## src/rtl/store_buffer.sv

```systemverilog
// ============================================================================
// Module   : store_buffer
// Summary  : FIFO of CPU stores drained to a handshaked memory, with store-to-
//            load forwarding. Optional in-place store coalescing is enabled by
//            defining STORE_BUF_COALESCE_EN.
// Revision : 1.0
// ============================================================================
`default_nettype none

module store_buffer #(
    parameter int DEPTH = 4,
    parameter int DW    = 32,
    parameter int AW    = 32
) (
    input  logic          clk,
    input  logic          reset,
    input  logic          cpu_we,
    input  logic          cpu_re,
    input  logic [AW-1:0] cpu_addr,
    input  logic [DW-1:0] cpu_wdata,
    output logic [DW-1:0] cpu_rdata,
    output logic          stall,
    output logic          mem_req,
    output logic          mem_we,
    output logic [AW-1:0] mem_addr,
    output logic [DW-1:0] mem_wdata,
    input  logic          mem_ack,
    input  logic [DW-1:0] mem_rdata
);

    localparam int PW = $clog2(DEPTH);
    localparam int TW = AW - 2;

    typedef enum logic [1:0] {
        IDLE  = 2'd0,
        WRITE = 2'd1,
        READ  = 2'd2
    } state_t;

    state_t         state_q, state_d;
    logic [PW-1:0]  wr_ptr_q, wr_ptr_d;
    logic [PW-1:0]  rd_ptr_q, rd_ptr_d;
    logic [PW:0]    count_q, count_d;
    logic [TW-1:0]  tag_q  [DEPTH];
    logic [TW-1:0]  tag_d  [DEPTH];
    logic [DW-1:0]  data_q [DEPTH];
    logic [DW-1:0]  data_d [DEPTH];

    logic [TW-1:0]  cpu_tag;
    logic           match;
    logic [PW-1:0]  match_idx;
    logic [PW-1:0]  scan_idx;
    logic           load_act, load_hit, load_miss;
    logic           pop, push, full, coalesce;
    logic           unused_addr_bits;

    assign cpu_tag          = cpu_addr[AW-1:2];
    assign unused_addr_bits = ^cpu_addr[1:0];

    // Scan oldest to youngest so the last hit is the youngest matching entry.
    always_comb begin
        match     = 1'b0;
        match_idx = '0;
        scan_idx  = '0;
        for (int k = 0; k < DEPTH; k++) begin
            scan_idx = rd_ptr_q + k[PW-1:0];
            if (((PW+1)'(k) < count_q) && (tag_q[scan_idx] == cpu_tag)) begin
                match     = 1'b1;
                match_idx = scan_idx;
            end
        end
    end

    assign load_act  = cpu_re && !cpu_we;
    assign load_hit  = load_act && match;
    assign load_miss = load_act && !match;
    assign pop       = (state_q == WRITE) && mem_ack;
    assign full      = (count_q == (PW+1)'(DEPTH));

`ifdef STORE_BUF_COALESCE_EN
    // The head under an active write must keep its data stable, so it is never merged into.
    assign coalesce = cpu_we && match && !((state_q == WRITE) && (match_idx == rd_ptr_q));
`else
    assign coalesce = 1'b0;
`endif

    assign push  = cpu_we && !coalesce && (!full || pop);
    assign stall = !reset &&
                   ((cpu_we && !coalesce && full && !pop) ||
                    (load_miss && !((state_q == READ) && mem_ack)));

    always_comb begin
        cpu_rdata = '0;
        if (!reset) begin
            if (load_hit) begin
                cpu_rdata = data_q[match_idx];
            end else if (load_miss && (state_q == READ) && mem_ack) begin
                cpu_rdata = mem_rdata;
            end
        end
    end

    always_comb begin
        tag_d    = tag_q;
        data_d   = data_q;
        wr_ptr_d = wr_ptr_q;
        rd_ptr_d = rd_ptr_q;
        if (push) begin
            tag_d[wr_ptr_q]  = cpu_tag;
            data_d[wr_ptr_q] = cpu_wdata;
            wr_ptr_d         = wr_ptr_q + PW'(1);
        end
        if (coalesce) begin
            data_d[match_idx] = cpu_wdata;
        end
        if (pop) begin
            rd_ptr_d = rd_ptr_q + PW'(1);
        end
        count_d = count_q + (PW+1)'(push) - (PW+1)'(pop);
    end

    // A load miss takes priority over draining; it can never alias a buffered store.
    always_comb begin
        state_d = state_q;
        case (state_q)
            IDLE: begin
                if (load_miss) begin
                    state_d = READ;
                end else if (count_q != '0) begin
                    state_d = WRITE;
                end
            end
            WRITE:   if (mem_ack) state_d = IDLE;
            READ:    if (mem_ack) state_d = IDLE;
            default: state_d = IDLE;
        endcase
    end

    always_ff @(posedge clk) begin
        if (reset) begin
            state_q  <= IDLE;
            wr_ptr_q <= '0;
            rd_ptr_q <= '0;
            count_q  <= '0;
        end else begin
            state_q  <= state_d;
            wr_ptr_q <= wr_ptr_d;
            rd_ptr_q <= rd_ptr_d;
            count_q  <= count_d;
        end
    end

    // Entry storage needs no reset: occupancy is tracked by count and pointers.
    always_ff @(posedge clk) begin
        tag_q  <= tag_d;
        data_q <= data_d;
    end

    assign mem_req = (state_q != IDLE);
    assign mem_we  = (state_q == WRITE);

    always_comb begin
        mem_addr  = '0;
        mem_wdata = '0;
        case (state_q)
            WRITE: begin
                mem_addr  = {tag_q[rd_ptr_q], 2'b00};
                mem_wdata = data_q[rd_ptr_q];
            end
            READ:    mem_addr = {cpu_tag, 2'b00};
            default: ;
        endcase
    end

endmodule

`default_nettype wire

```

## config.mk

```make
export PLATFORM = sky130hd
export DESIGN_NAME = store_buffer
export DESIGN_NICKNAME = d
export VERILOG_FILES = /design/src/rtl/store_buffer.sv
export SDC_FILE = /design/constraint.sdc
export NUM_CORES = 1
export LEC_CHECK = 0
export BUFFER_PORTS_ARGS = -buffer_cell sky130_fd_sc_hd__buf_2
export CORE_MARGIN = 10
export CORE_UTILIZATION = 30
export CTS_BUF_LIST = sky130_fd_sc_hd__clkbuf_4 sky130_fd_sc_hd__clkbuf_8 sky130_fd_sc_hd__clkbuf_16
export DETAILED_ROUTE_END_ITERATION = 8
export GPL_ROUTABILITY_DRIVEN = 0
export GPL_TIMING_DRIVEN = 0
export PLACE_DENSITY_LB_ADDON = 0.05
export SLEW_MARGIN = 20
export SYNTH_ARGS = -nofsm -noshare
export SYNTH_HDL_FRONTEND = slang
export SYNTH_SLANG_ARGS = --single-unit
```

## constraint.sdc

```tcl
create_clock -name clk -period 10.5 [get_ports clk]
set_input_delay 1.05 -clock clk [delete_from_list [all_inputs] [get_ports clk]]
set_output_delay 1.05 -clock clk [all_outputs]
set_load 0.1 [all_outputs]
```

==> flow_metrics.env <==
export IMPL_yosys_register_bits=257
export IMPL_cts_sinks=257
export IMPL_rsz0062_at_grt="false"
export IMPL_skew_ns=0.0164
export IMPL_fin_nets=1689
export IMPL_power_mw=4.22
export IMPL_maxSlewViolCount=0
export IMPL_synth_common_cells="248 x edfxtp_1, 99 x mux4_2, 88 x mux2i_1"
export IMPL_drc=0
export IMPL_die_x_microns=256
export IMPL_end_kind="output port"
export IMPL_worstHoldStart="state_q[1]"
export IMPL_reg2reg_depth=12
export IMPL_reg2reg_slack_ns=6.20
export IMPL_ant_nets=0
export IMPL_grt_ovfl_total=0
export IMPL_dieArea_sq_um=65800
export IMPL_firstDrtPassIters=5
export IMPL_area_growth_pct=18.2
export IMPL_r2r_start="rd_ptr_q[1]"
export IMPL_ys_seq_area_frac=0.455
export IMPL_nFillCells=5537
export IMPL_io_pins=200
export IMPL_cts_root_buf="clkbuf_16"
export IMPL_drv_cap=0
export IMPL_hold_depth=2
export IMPL_cts_max_level=1
export IMPL_p_per_area_nw_per_um2=213
export IMPL_ys_top_cells_by_area="edfxtp_1 44%, mux4_2 13%, mux2i_1 5.3%, xnor2_1 3.7%, nor3b_1 2.4%"
export IMPL_grt_pass1_wl_microns=102000
export IMPL_cts_tree="built"
export IMPL_post_cts_resized=0
export IMPL_status="finished clean"
export IMPL_min_to="state_q[1]"
export IMPL_utilization=0.359
export IMPL_yosysTopAreaCell="edfxtp_1"
export IMPL_hold_path_class="reg2reg"
export IMPL_dp_hpwl_microns=52900
export IMPL_tightest_slew_ns=1.08
export IMPL_synth_area_sq_um=16800
export IMPL_layout_min_cycle_time_ns=7.80
export IMPL_max_slew_margin_rel=0.283
export IMPL_grt_pass1_vias=13800
export IMPL_avgRoutedWirePerCell_microns=30.8
export IMPL_grt_max_degree=39
export IMPL_yosysMostFrequentCell="edfxtp_1"
export IMPL_drive_gt1_frac=0.278
export IMPL_r2r_end="state_q[0]"
export IMPL_ys_types=77
export IMPL_clkTransAtPathRegs_ns=0.06
export IMPL_multi_input_area_sq_um=8310
export IMPL_start_util=0.304
export IMPL_cts_buffers=31
export IMPL_row_count=86
export IMPL_critPathRequiredTime_ns=9.45
export IMPL_io_buffers=195
export IMPL_seq_area_sq_um=7630
export IMPL_grt_total_usage=0.211
export IMPL_critPathKind="reg2out"
export IMPL_p_leak_nw=6.86
export IMPL_fmax_mhz=128
export IMPL_coreArea_sq_um=55200
export IMPL_initialDrtViolationCount=1178
export IMPL_synth_ff_type="edfxtp_1"
export IMPL_worstPathMaxFanout=10
export IMPL_cp_start_kind="flip-flop"
export IMPL_routed_wl_microns=72200
export IMPL_arrival_ns=6.75
export IMPL_cts_setup_buffers=0
export IMPL_setup_violations=0
export IMPL_syn_instance_count=1341
export IMPL_fin_crit_sh=0.743
export IMPL_ir_drop_mv=0.142
export IMPL_vias_per_cell=5.72
export IMPL_synthArstFlopShare=0
export IMPL_yosys_warnings=0
export IMPL_hold_violations=0
export IMPL_clk_latency_ns=0.62
export IMPL_dr_total_vias=13400
export IMPL_syn_avg_cell_area_sq_um=12.5
export IMPL_ctsHoldBuffers=0
export IMPL_synth_top_area_share=0.444
export IMPL_cts_buffer_depth=3
export IMPL_die_height_microns=256
export IMPL_synth_edf_count=248
export IMPL_setup_tns_ns=0
export IMPL_antenna_found_initial=10
[critical path: stages (launching register included)]
cell	delay (ns)
dfxtp_1	0.66
buf_6	0.27
buf_6	0.18
buf_2	0.40
mux4_2	0.39
xnor2_1	0.54
nand4_1	0.33
nor4_1	0.45
nand3_1	0.24
a21oi_2	0.45
buf_2	0.39
clkbuf_1	0.60
nor3_1	0.10
nor4_1	0.42
a211o_1	0.23
buf_2	0.45
[through the flow]
stage                     setup slack (ns)  area (sq um)  std cells  hold WS, ns
after floorplan                       4.43         16800       1342        0.465
after global placement                3.37         18700       2285        0.489
after detailed placement              3.37         18800       2291        0.502
after CTS                             2.71         19800       2344        0.513
after global routing                  2.34         19800       2344        0.533
final                                 2.70         19800       2345        0.504
[how the worst max path moves through the flow]
stage	cells after the start	endpoint	start
floorplan	13	cpu_rdata[3]	cpu_addr[16]
global route	15	cpu_rdata[26]	rd_ptr_q[1]
CTS	15	cpu_rdata[23]	rd_ptr_q[1]
finish	15	cpu_rdata[7]	rd_ptr_q[1]
detailed placement	15	cpu_rdata[20]	rd_ptr_q[1]
global placement	15	cpu_rdata[22]	rd_ptr_q[1]
[layout by cell type (no fill, tap or decap), types with 37 or more instances in the layout]
cell / count
nand2_1: 39
nor4_1: 56
clkbuf_1: 75
mux4_2: 99
xnor2_1: 70
nor3_1: 53
nor3b_1: 53
and2_1: 37
buf_2: 211
mux2i_1: 88
o22ai_1: 59
edfxtp_1: 248
nor2_1: 57
[sequential cells by signal (all words and copies together) (netlist names)]
name / cells
rd_ptr_q: 2
data_q: 128
state_q: 2
tag_q: 120
wr_ptr_q: 2
count_q: 3
[where the power goes]
group | leakage (nW) | internal [mW] | switching, mW
logic | 4.02 | 0.540 | 1.28
clock network | 0.498 | 0.628 | 0.448
registers | 2.35 | 1.25 | 0.0788
total | 6.86 | 2.41 | 1.81
[cell families after synthesis]
logic type / after synthesis / share of synthesized area
other: 1 / 0.000224
DFF: 257 / 0.455
adders and majority gates: 12 / 0.00940
AOI/OAI and AO/OA: 222 / 0.104
muxes: 209 / 0.200
buffers and inverters: 164 / 0.0514
and+or+nand+nor: 386 / 0.133
xor gates and xnor gates: 90 / 0.0470
[layer usage]
| metal | global-route usage | vias up | routed length [microns] |
|---|---|---|---|
| met5 | 0 | - | 83 |
| met4 | 0.0813 | 12 | 3180 |
| met3 | 0.0457 | 155 | 4910 |
| met2 | 0.362 | 605 | 35100 |
| met1 | 0.256 | 6821 | 28900 |
| li1 | - | 5832 | - |
[area by class of cell]
cell class                      count  share of cell area
Antenna cell                        1            0.000126
Buffer                            134              0.0379
Clock buffer                       38              0.0418
Clock inverter                     15             0.00802
Inverter                           30             0.00568
Multi-Input combinational cell    921               0.419
Sequential cell                   257               0.385
Tap cell                          748              0.0472
Timing Repair Buffer              201              0.0557
(Power assumes the default switching activity.)
